$ cat src/rtl/shift_sequencer_if.sv
// ---------------------------------------------------------------------------
// shift_sequencer_if
// Request/response bundle for the shift sequencer.
//   master : issues requests (op, data, amt) and consumes results
//   slave  : the sequencer itself
// Signals:
//   req_valid/req_ready : request handshake
//   op[1]               : 1 = rotate, 0 = shift
//   op[0]               : 1 = left,   0 = right
//   data, amt           : operand and unsigned shift/rotate amount
//   res_valid/res_ready : result handshake
//   res                 : result
//   busy                : sequencer is not idle
// ---------------------------------------------------------------------------
interface shift_sequencer_if #(
  parameter int DATA_W = 32
);
  logic              req_valid;
  logic              req_ready;
  logic [1:0]        op;
  logic [DATA_W-1:0] data;
  logic [5:0]        amt;
  logic              res_valid;
  logic              res_ready;
  logic [DATA_W-1:0] res;
  logic              busy;

  modport master (
    output req_valid, op, data, amt, res_ready,
    input  req_ready, res_valid, res, busy
  );

  modport slave (
    input  req_valid, op, data, amt, res_ready,
    output req_ready, res_valid, res, busy
  );
endinterface

$ cat src/rtl/shift_sequencer.sv
// ---------------------------------------------------------------------------
// shift_sequencer
// Valid/ready front end for the 32-bit barrel shifter. A request is latched,
// run through the shifter once (shift) or twice (rotate = shift one way OR
// shift the other way by 32 - r), and the result is held until consumed.
//
// Ports:
//   clk  : clock, rising edge
//   rst  : synchronous, active-high reset
//   bus  : shift_sequencer_if.slave (request, result, busy)
//
// Configuration macro:
//   SHIFT_SEQ_ROTATE_EN : when defined, op[1] selects rotate and the second
//                         pass state P2 is built. When undefined, every
//                         request executes as a shift.
// ---------------------------------------------------------------------------
module shift_sequencer #(
  parameter int DATA_W = 32
) (
  input  logic                clk,
  input  logic                rst,
  shift_sequencer_if.slave    bus
);

  typedef enum logic [1:0] {
    IDLE = 2'd0,
    P1   = 2'd1,
    DONE = 2'd2
`ifdef SHIFT_SEQ_ROTATE_EN
    ,
    P2   = 2'd3
`endif
  } state_t;

  state_t            state;
  logic              left_q;
  logic [5:0]        amt_q;
  logic [DATA_W-1:0] data_q;
  logic [DATA_W-1:0] acc;
  logic              res_valid_q;
  logic              busy_q;
  logic              accept;

  // Shifter pass controls and result.
  logic [5:0]        pass_amt;
  logic              pass_left;
  logic [DATA_W-1:0] pass_res;

`ifdef SHIFT_SEQ_ROTATE_EN
  logic              rotate_q;
`endif

  // Combinational by design: a consumer taking the result lets a new
  // request in on the same edge.
  assign bus.req_ready = (state == IDLE) | ((state == DONE) & bus.res_ready);
  assign accept        = bus.req_valid & bus.req_ready;

  assign bus.res       = acc;
  assign bus.res_valid = res_valid_q;
  assign bus.busy      = busy_q;

  // Pass selection: pass 1 uses the requested direction; pass 2 (rotate only)
  // goes the opposite way by 32 - r, which is 32 when r = 0 and so forced to
  // zero, leaving pass 1 (the unshifted operand) as the result.
  always_comb begin
    // NOTE: every always_comb output gets a default first so no path can
    // leave it unassigned and infer a latch.
    pass_amt  = amt_q;
    pass_left = left_q;
`ifdef SHIFT_SEQ_ROTATE_EN
    if (rotate_q) begin
      if (state == P2) begin
        pass_amt  = 6'd32 - {1'b0, amt_q[4:0]};
        pass_left = ~left_q;
      end else begin
        pass_amt  = {1'b0, amt_q[4:0]};
      end
    end
`endif
    if (pass_amt[5]) begin
      pass_res = '0;                       // amounts >= 32 clear the word
    end else if (pass_left) begin
      pass_res = data_q << pass_amt[4:0];
    end else begin
      pass_res = data_q >> pass_amt[4:0];
    end
  end

  // NOTE: sequential state is written with non-blocking assignments only, so
  // every register samples pre-edge values regardless of statement order.
  always_ff @(posedge clk) begin
    if (rst) begin
      state       <= IDLE;
      acc         <= '0;
      res_valid_q <= 1'b0;
      busy_q      <= 1'b0;
    end else begin
      unique case (state)
        IDLE: begin
          if (accept) begin
            state  <= P1;
            acc    <= '0;
            busy_q <= 1'b1;
          end
        end

        P1: begin
          acc <= pass_res;
`ifdef SHIFT_SEQ_ROTATE_EN
          if (rotate_q) begin
            state <= P2;
          end else begin
            state       <= DONE;
            res_valid_q <= 1'b1;
          end
`else
          state       <= DONE;
          res_valid_q <= 1'b1;
`endif
        end

`ifdef SHIFT_SEQ_ROTATE_EN
        P2: begin
          acc         <= acc | pass_res;
          state       <= DONE;
          res_valid_q <= 1'b1;
        end
`endif

        DONE: begin
          if (bus.res_ready) begin
            res_valid_q <= 1'b0;
            if (accept) begin
              // Result taken and new request accepted on the same edge.
              state <= P1;
              acc   <= '0;
            end else begin
              state  <= IDLE;
              busy_q <= 1'b0;
            end
          end
        end

        default: begin
          state       <= IDLE;
          res_valid_q <= 1'b0;
          busy_q      <= 1'b0;
        end
      endcase
    end
  end

  // Operand registers.
  // NOTE: pure datapath registers carry no reset; they are always loaded on
  // acceptance before anything reads them.
  always_ff @(posedge clk) begin
    if (!rst && accept) begin
      left_q <= bus.op[0];
      amt_q  <= bus.amt;
      data_q <= bus.data;
`ifdef SHIFT_SEQ_ROTATE_EN
      rotate_q <= bus.op[1];
`endif
    end
  end

endmodule

$ cat src/flat_wrapper.sv
// flat-port wrapper written by rule: the top's interface ports become plain ports
module shift_sequencer_flat 
#(
  parameter int DATA_W = 32
)
  (clk, rst, bus_req_valid, bus_op, bus_data, bus_amt, bus_res_ready, bus_req_ready, bus_res_valid, bus_res, bus_busy);
  shift_sequencer_if #(.DATA_W(DATA_W)) bus_i ();
  input  logic clk;
  input  logic rst;
  input wire logic [$bits(bus_i.req_valid)-1:0] bus_req_valid;
  input wire logic [$bits(bus_i.op)-1:0] bus_op;
  input wire logic [$bits(bus_i.data)-1:0] bus_data;
  input wire logic [$bits(bus_i.amt)-1:0] bus_amt;
  input wire logic [$bits(bus_i.res_ready)-1:0] bus_res_ready;
  output wire logic [$bits(bus_i.req_ready)-1:0] bus_req_ready;
  output wire logic [$bits(bus_i.res_valid)-1:0] bus_res_valid;
  output wire logic [$bits(bus_i.res)-1:0] bus_res;
  output wire logic [$bits(bus_i.busy)-1:0] bus_busy;
  assign bus_i.req_valid = bus_req_valid;
  assign bus_i.op = bus_op;
  assign bus_i.data = bus_data;
  assign bus_i.amt = bus_amt;
  assign bus_i.res_ready = bus_res_ready;
  assign bus_req_ready = bus_i.req_ready;
  assign bus_res_valid = bus_i.res_valid;
  assign bus_res = bus_i.res;
  assign bus_busy = bus_i.busy;
  shift_sequencer #(.DATA_W(DATA_W)) u_core (.clk(clk), .rst(rst), .bus(bus_i));
endmodule
$ cat config.mk
export PLATFORM = sky130hd
export DESIGN_NAME = shift_sequencer_flat
export DESIGN_NICKNAME = d
export VERILOG_FILES = /design/src/rtl/shift_sequencer_if.sv /design/src/rtl/shift_sequencer.sv /design/src/flat_wrapper.sv
export SDC_FILE = /design/constraint.sdc
export NUM_CORES = 1
export LEC_CHECK = 0
export CAP_MARGIN = 10
export CORE_MARGIN = 2
export CORE_UTILIZATION = 52
export DETAILED_ROUTE_END_ITERATION = 10
export GPL_ROUTABILITY_DRIVEN = 0
export PLACE_DENSITY_LB_ADDON = 0.25
export REMOVE_ABC_BUFFERS = 1
export SLEW_MARGIN = 20
export SYNTH_ARGS = -nofsm -noshare
export SYNTH_HDL_FRONTEND = slang
export SYNTH_SLANG_ARGS = --single-unit
$ cat constraint.sdc
create_clock -name clk -period 19.15 [get_ports clk]
set_clock_uncertainty 0.2 [all_clocks]
set_input_delay 3.83 -clock clk [delete_from_list [all_inputs] [get_ports clk]]
set_output_delay 3.83 -clock clk [all_outputs]
set_load 0.02 [all_outputs]
==> results of run 1 <==
[per-layer routing]
layer | up-vias | track usage (%) | share of wire [%]
li1 | 2627 | - | -
met1 | 2872 | 44.7 | 38
met2 | 514 | 45.0 | 43
met3 | 109 | 9.06 | 13
met4 | 0 | 17.9 | 6.0
met5 | - | 0 | 0
[synth_stat cells, types with 7 or more instances]
master     n
dfxtp_1   36
clkbuf_1  38
a22oi_1    8
nor2_1    44
mux4_2    48
nor3_1    12
a211oi_1  10
o21ai_1   15
o211ai_1   7
o21ai_0   12
nor2b_1    7
mux2_2    15
nand3_1   21
edfxtp_1  39
nand2_1   70
nand2b_1  11
a32oi_1   10
buf_2     12
buf_4      9
mux2i_1   57
a21oi_1   34
mux4_1    14
[sequential cells by signal, indices dropped and copies added (netlist names)]
register	cells
u_core.left_q	1
u_core.bus.busy	1
u_core.data_q	32
u_core.state	2
u_core.amt_q	6
u_core.bus.res_valid	1
u_core.bus.res	32
[kinds of logic (layout without fill, tap and decap cells)]
group | after synthesis | in the layout | share of synthesized area, %
AO/OA/AOI/OAI | 159 | 159 | 17.4
AND/OR/NAND/NOR | 197 | 197 | 14.2
flip-flops | 75 | 75 | 28.5
buffers and inverters | 78 | 112 | 6.57
multiplexers | 136 | 136 | 33.4
[worst max-delay path: cells and delay by family]
kind | cells | cell delay [ps]
buffers and inverters | 2 | 1000
AND/OR/NAND/NOR | 2 | 390
[layout make-up]
cell class	count	area, sq um
inverter	7	26.3
tap	172	215
sequential	75	1890
fill	1114	4930
multi-input combinational	492	4310
clock inverter	3	16.3
clock buffer	13	250
timing repair buffer	89	872
[per-stage QoR]
stage | cells | utilization (%) | cell area (sq um) | power [uW]
floorplan | 574 | - | 6220 | 250
global placement | 834 | 58.3 | 7300 | 284
detailed placement | 834 | 58.3 | 7300 | 286
CTS | 850 | 60.4 | 7570 | 442
global route | 851 | 60.6 | 7580 | 458
finish | 851 | 60.6 | 7580 | 445
[power groups by stage]
stage / Combinational (uW) / Clock, uW / Sequential [uW]
final: 102 / 157 / 185
after global routing: 107 / 165 / 186
after CTS: 97.3 / 160 / 185
after detailed placement: 96.9 / 0 / 189
after global placement: 95.6 / 0 / 188
after floorplan: 57.1 / 0 / 193
[worst paths after layout]
check                  endpoint  cells past startpoint          startpoint
max               bus_req_ready                      4       bus_res_ready
min reg2reg  u_core.bus.res[10]                      2  u_core.bus.res[10]
max reg2reg  u_core.bus.res[23]                      6     u_core.amt_q[0]
min          u_core.bus.res[10]                      2  u_core.bus.res[10]
[layout by cell type (no fill, tap or decap), types with 7 or more instances in the layout]
master / count
o211ai_1: 7
nand3_1: 21
nor2_1: 44
a22oi_1: 8
a211oi_1: 10
nand2b_1: 11
clkdlybuf4s50_1: 77
dfxtp_1: 36
nor3_1: 12
mux4_2: 48
mux2i_1: 57
nand2_1: 70
mux2_2: 15
a32oi_1: 10
clkbuf_16: 9
edfxtp_1: 39
o21ai_0: 12
buf_4: 10
nor2b_1: 7
o21ai_1: 15
mux4_1: 14
a21oi_1: 34
==> impl_metrics.env, run 1 <==
export IMPL_rsz0062_at_grt="false"
export IMPL_p_sw_uw=133
export IMPL_setup_violations=0
export IMPL_io_buffers=77
export IMPL_gr_usage_all_layers_pct=32.0
export IMPL_relSlewSlack_pct=18.0
export IMPL_remaining_drc_errors=0
export IMPL_hold_path_class="register to register"
export IMPL_layout_setup_ws_ps=9910
export IMPL_grt_pass1_wl_mm=32.5
export IMPL_grt_max_degree=70
export IMPL_insertion_delay_ps=350
export IMPL_antennaDiodeCount=0
export IMPL_cp_required_ps=15120
export IMPL_routedWlPerCell_um=24.8
export IMPL_drt_first_pass_iters=7
export IMPL_clk_pin_slew_ps=60
export IMPL_drt_iter0_markers=1083
export IMPL_synth_edff_count=39
export IMPL_drive_gt1_share_pct=14.4
export IMPL_grt_pass1_vias=5665
export IMPL_combPwrFrac_pct=23.0
export IMPL_max_stage_delay_ps=540
export IMPL_crit_chain="clkdlybuf4s50_1, nor2b_1, nor2_1, clkdlybuf4s50_1"
export IMPL_hold_buffers=0
export IMPL_power_frac_seq_pct=41.7
export IMPL_cp_arrival_ps=5210
export IMPL_ant_nets=0
export IMPL_ys_seq_area_share_pct=28.5
export IMPL_ir_worst_vdd_v=0.0000497
export IMPL_tightest_slew_ps=1230
export IMPL_cellPowerDensity_nw_per_um2=58.6
export IMPL_finalWirelength_mm=21.1
export IMPL_cts_made_buffers=9
export IMPL_ios=79
export IMPL_cp_common_cell="clkdlybuf4s50_1"
export IMPL_cts_tree="done"
export IMPL_die_area_sq_um=13700
export IMPL_p_leak_uw=0.00263
export IMPL_outcome="finished, final reports clean"
export IMPL_synth_top_area_cell="edfxtp_1"
export IMPL_syn_avg_cell_area_sq_um=10.3
export IMPL_p_clk_share_pct=35.3
export IMPL_die_width_um=117
export IMPL_setup_tns_ps=0
export IMPL_antenna_found_initial=0
export IMPL_nNetsFinal=718
export IMPL_switching_share_pct=29.8
export IMPL_internal_power_uw=312
export IMPL_ys_warn_count=0
export IMPL_clock_sinks=75
export IMPL_crit_path_start_kind="input port"
export IMPL_end_kind="output pin"
export IMPL_cts_buffer_depth=2
export IMPL_synth_top_area_share_pct=17.7
export IMPL_hold_violations=0
export IMPL_synth_area_leaders="edfxtp_1 18%, mux4_2 16%, dfxtp_1 11%"
export IMPL_post_dp_hpwl_mm=14.8
export IMPL_htreeDepth=3
export IMPL_path_class="input port to output pin"
export IMPL_overflow=0
export IMPL_core_area_sq_um=12500
export IMPL_core_rowCount=41
export IMPL_fin_crit_ps=9240
export IMPL_synthArstFlopShare_pct=0
export IMPL_die_h_um=117
export IMPL_postCtsResizedCells=0
export IMPL_whs_ps=283
export IMPL_period_share_pct=48.3
export IMPL_ys_seq_elements=75
export IMPL_post_cts_buffers=0
export IMPL_syn_area_sq_um=6630
export IMPL_netlist_instances=645
export IMPL_slowest_stage="clkdlybuf4s50_1"
export IMPL_reg2reg_slack_ps=15820
export IMPL_fmax_ghz=0.108
export IMPL_slew_violations=0
export IMPL_cts_root_buf="clkbuf_16"
export IMPL_dpl_worst_slack_ps=9910
export IMPL_ys_types=73
export IMPL_critPathMaxFanout=4
export IMPL_area_delta_synth_final_pct=14.4
export IMPL_ys_flop_type="edfxtp_1"
export IMPL_start_util_pct=52.9
export IMPL_maxCapViolCount=0
export IMPL_route_vias_total=6122
export IMPL_vias_per_cell=7.19
(Power assumes the default switching activity.)
==> run 2, diff against run 1 <==
==> constraint.sdc (replaced) <==
create_clock -name clk -period 7.86 [get_ports clk]
set_clock_uncertainty 0.2 [all_clocks]
set_input_delay 1.572 -clock clk [delete_from_list [all_inputs] [get_ports clk]]
set_output_delay 1.572 -clock clk [all_outputs]
set_load 0.02 [all_outputs]
==> run 2 against run 1 <==
Against the previous run: via count grew 1.1%; register-to-register slack worse by 11000 ps; total power grew to 2.7 times the previous value; clock power grew to 3.1 times the previous value; design area up 0.97%; count of clock-buffer cells in the layout rose by 1; sequential share of layout area shrank 0.24 points; worst setup slack worse by 6800 ps; critical endpoint unchanged; highest routed layer unchanged.
==> impl_metrics.env, run 2 (synthesized netlist as in run 1, its figures left out) <==
export IMPL_drt_first_pass_iters=7
export IMPL_clk_pin_slew_ps=60
export IMPL_crit_chain="clkdlybuf4s50_1, nor2b_1, nor2_1, clkdlybuf4s50_1"
export IMPL_nNetsFinal=718
export IMPL_grt_pass1_vias=5636
export IMPL_die_width_um=117
export IMPL_overflow=0
export IMPL_p_clk_share_pct=40.9
export IMPL_reg2reg_slack_ps=4340
export IMPL_critPathMaxFanout=4
export IMPL_tightest_slew_ps=1220
export IMPL_remaining_drc_errors=0
export IMPL_critPathTopFamily="buffers and inverters"
export IMPL_rsz0062_at_grt="false"
export IMPL_drive_gt1_share_pct=14.9
export IMPL_internal_power_uw=848
export IMPL_max_stage_delay_ps=540
export IMPL_post_cts_buffers=0
export IMPL_period_share_pct=60.3
export IMPL_io_buffers=77
export IMPL_power_frac_seq_pct=38.0
export IMPL_grt_max_degree=66
export IMPL_insertion_delay_ps=350
export IMPL_hold_violations=0
export IMPL_fin_crit_ps=4740
export IMPL_start_util_pct=52.9
export IMPL_slowest_stage="clkdlybuf4s50_1"
export IMPL_r2r_end="u_core.bus.res[28]"
export IMPL_crit_path_start_kind="input port"
export IMPL_fin_util_pct=61.2
export IMPL_cts_tree="done"
export IMPL_maxCapViolCount=0
export IMPL_setup_tns_ps=0
export IMPL_whs_ps=271
export IMPL_outcome="finished, final reports clean"
export IMPL_die_h_um=117
export IMPL_drt_iter0_markers=1049
export IMPL_setup_violations=0
export IMPL_cp_arrival_ps=2970
export IMPL_route_vias_total=6188
export IMPL_combPwrFrac_pct=21.1
export IMPL_cp_common_cell="clkdlybuf4s50_1"
export IMPL_antenna_found_initial=0
export IMPL_core_area_sq_um=12500
export IMPL_cts_root_buf="clkbuf_16"
export IMPL_die_area_sq_um=13700
export IMPL_clock_sinks=75
export IMPL_p_sw_uw=338
export IMPL_totalPowerFinal_uw=1190
export IMPL_fmax_ghz=0.211
export IMPL_end_kind="output pin"
export IMPL_htreeDepth=3
export IMPL_slew_violations=0
export IMPL_postCtsResizedCells=0
export IMPL_vias_per_cell=7.27
export IMPL_hold_path_class="register to register"
export IMPL_critPathBufInv=2
export IMPL_cellPowerDensity_nw_per_um2=155
export IMPL_ir_worst_vdd_v=0.000115
export IMPL_min_delay_start="u_core.bus.res[9]"
export IMPL_ant_nets=0
export IMPL_antennaDiodeCount=0
export IMPL_mostFrequentLayoutCell="clkdlybuf4s50_1"
export IMPL_hold_buffers=0
export IMPL_area_delta_synth_final_pct=15.6
export IMPL_finalWirelength_mm=21.3
export IMPL_regArea_sq_um=1890
export IMPL_reg2reg_depth=7
export IMPL_cp_required_ps=6090
export IMPL_gr_usage_all_layers_pct=32.5
export IMPL_dp_cells=835
export IMPL_grt_pass1_wl_mm=33.1
export IMPL_multiInputGateArea_sq_um=4310
export IMPL_core_rowCount=41
export IMPL_cts_buffer_depth=2
export IMPL_post_dp_hpwl_mm=14.8
export IMPL_holdPathEnd="u_core.bus.res[9]"
export IMPL_final_cells=851
export IMPL_routedWlPerCell_um=25.0
export IMPL_ios=79
export IMPL_p_leak_uw=0.00267
export IMPL_cts_made_buffers=9
export IMPL_holdPathStages=2
export IMPL_path_class="input port to output pin"
export IMPL_r2r_start="u_core.amt_q[0]"
export IMPL_relSlewSlack_pct=18.4
export IMPL_layout_common_cells="77 x clkdlybuf4s50_1, 70 x nand2_1, 57 x mux2i_1"
export IMPL_fill_cells=1089
export IMPL_switching_share_pct=28.5
## run 2: cell types whose count changed in the layout (fill, tap and decap cells not counted), sizes merged
cell / change
bufinv: +1
clkbuf: +1
clkinv: -1
inv: -1
## run 2: how the worst max path moves through the flow
stage / start / to / slack [ps] / cells past startpoint
3_3_place_gp: rst / u_core.bus.res[5] / 3160 / 5
6_report: bus_res_ready / bus_req_ready / 3120 / 4
4_1_cts: bus_res_ready / bus_req_ready / 3140 / 4
2_1_floorplan: bus_res_ready / u_core.amt_q[0] / 1410 / 2
5_1_grt: bus_res_ready / bus_req_ready / 3070 / 4
3_5_place_dp: bus_res_ready / bus_req_ready / 3150 / 4
## run 2: layout make-up
type | count | area share [%]
clock inverter | 2 | 0.457
sequential | 75 | 24.7
clock buffer | 14 | 4.13
timing repair buffer | 89 | 11.2
tap | 172 | 2.81
multi-input combinational | 492 | 56.3
inverter | 7 | 0.343
## run 2: power by group through the flow
stage	Sequential (uW)	Clock, uW	Combinational, uW
global placement	456	0	235
global route	453	499	261
detailed placement	458	0	238
CTS	449	484	240
finish	450	485	250
floorplan	470	0	139
## run 2: worst min-delay path, cell delays in order, from the launching register on
cell,delay [ps]
dfxtp_1,320
a2bb2oi_1,60
nand3_1,60
## run 2: metal layers
layer | vias up | global-route usage (%) | share of wire (%)
met5 | - | 0 | 0
met4 | 0 | 18.4 | 6.6
met3 | 113 | 7.78 | 14
met2 | 509 | 45.5 | 42
met1 | 2948 | 46.2 | 38
li1 | 2618 | - | -
## run 2: per-stage QoR
stage	worst slack, ps	instance area (sq um)
global placement	3160	7310
floorplan	1410	6220
CTS	3140	7660
finish	3120	7660
global route	3070	7660
detailed placement	3150	7310
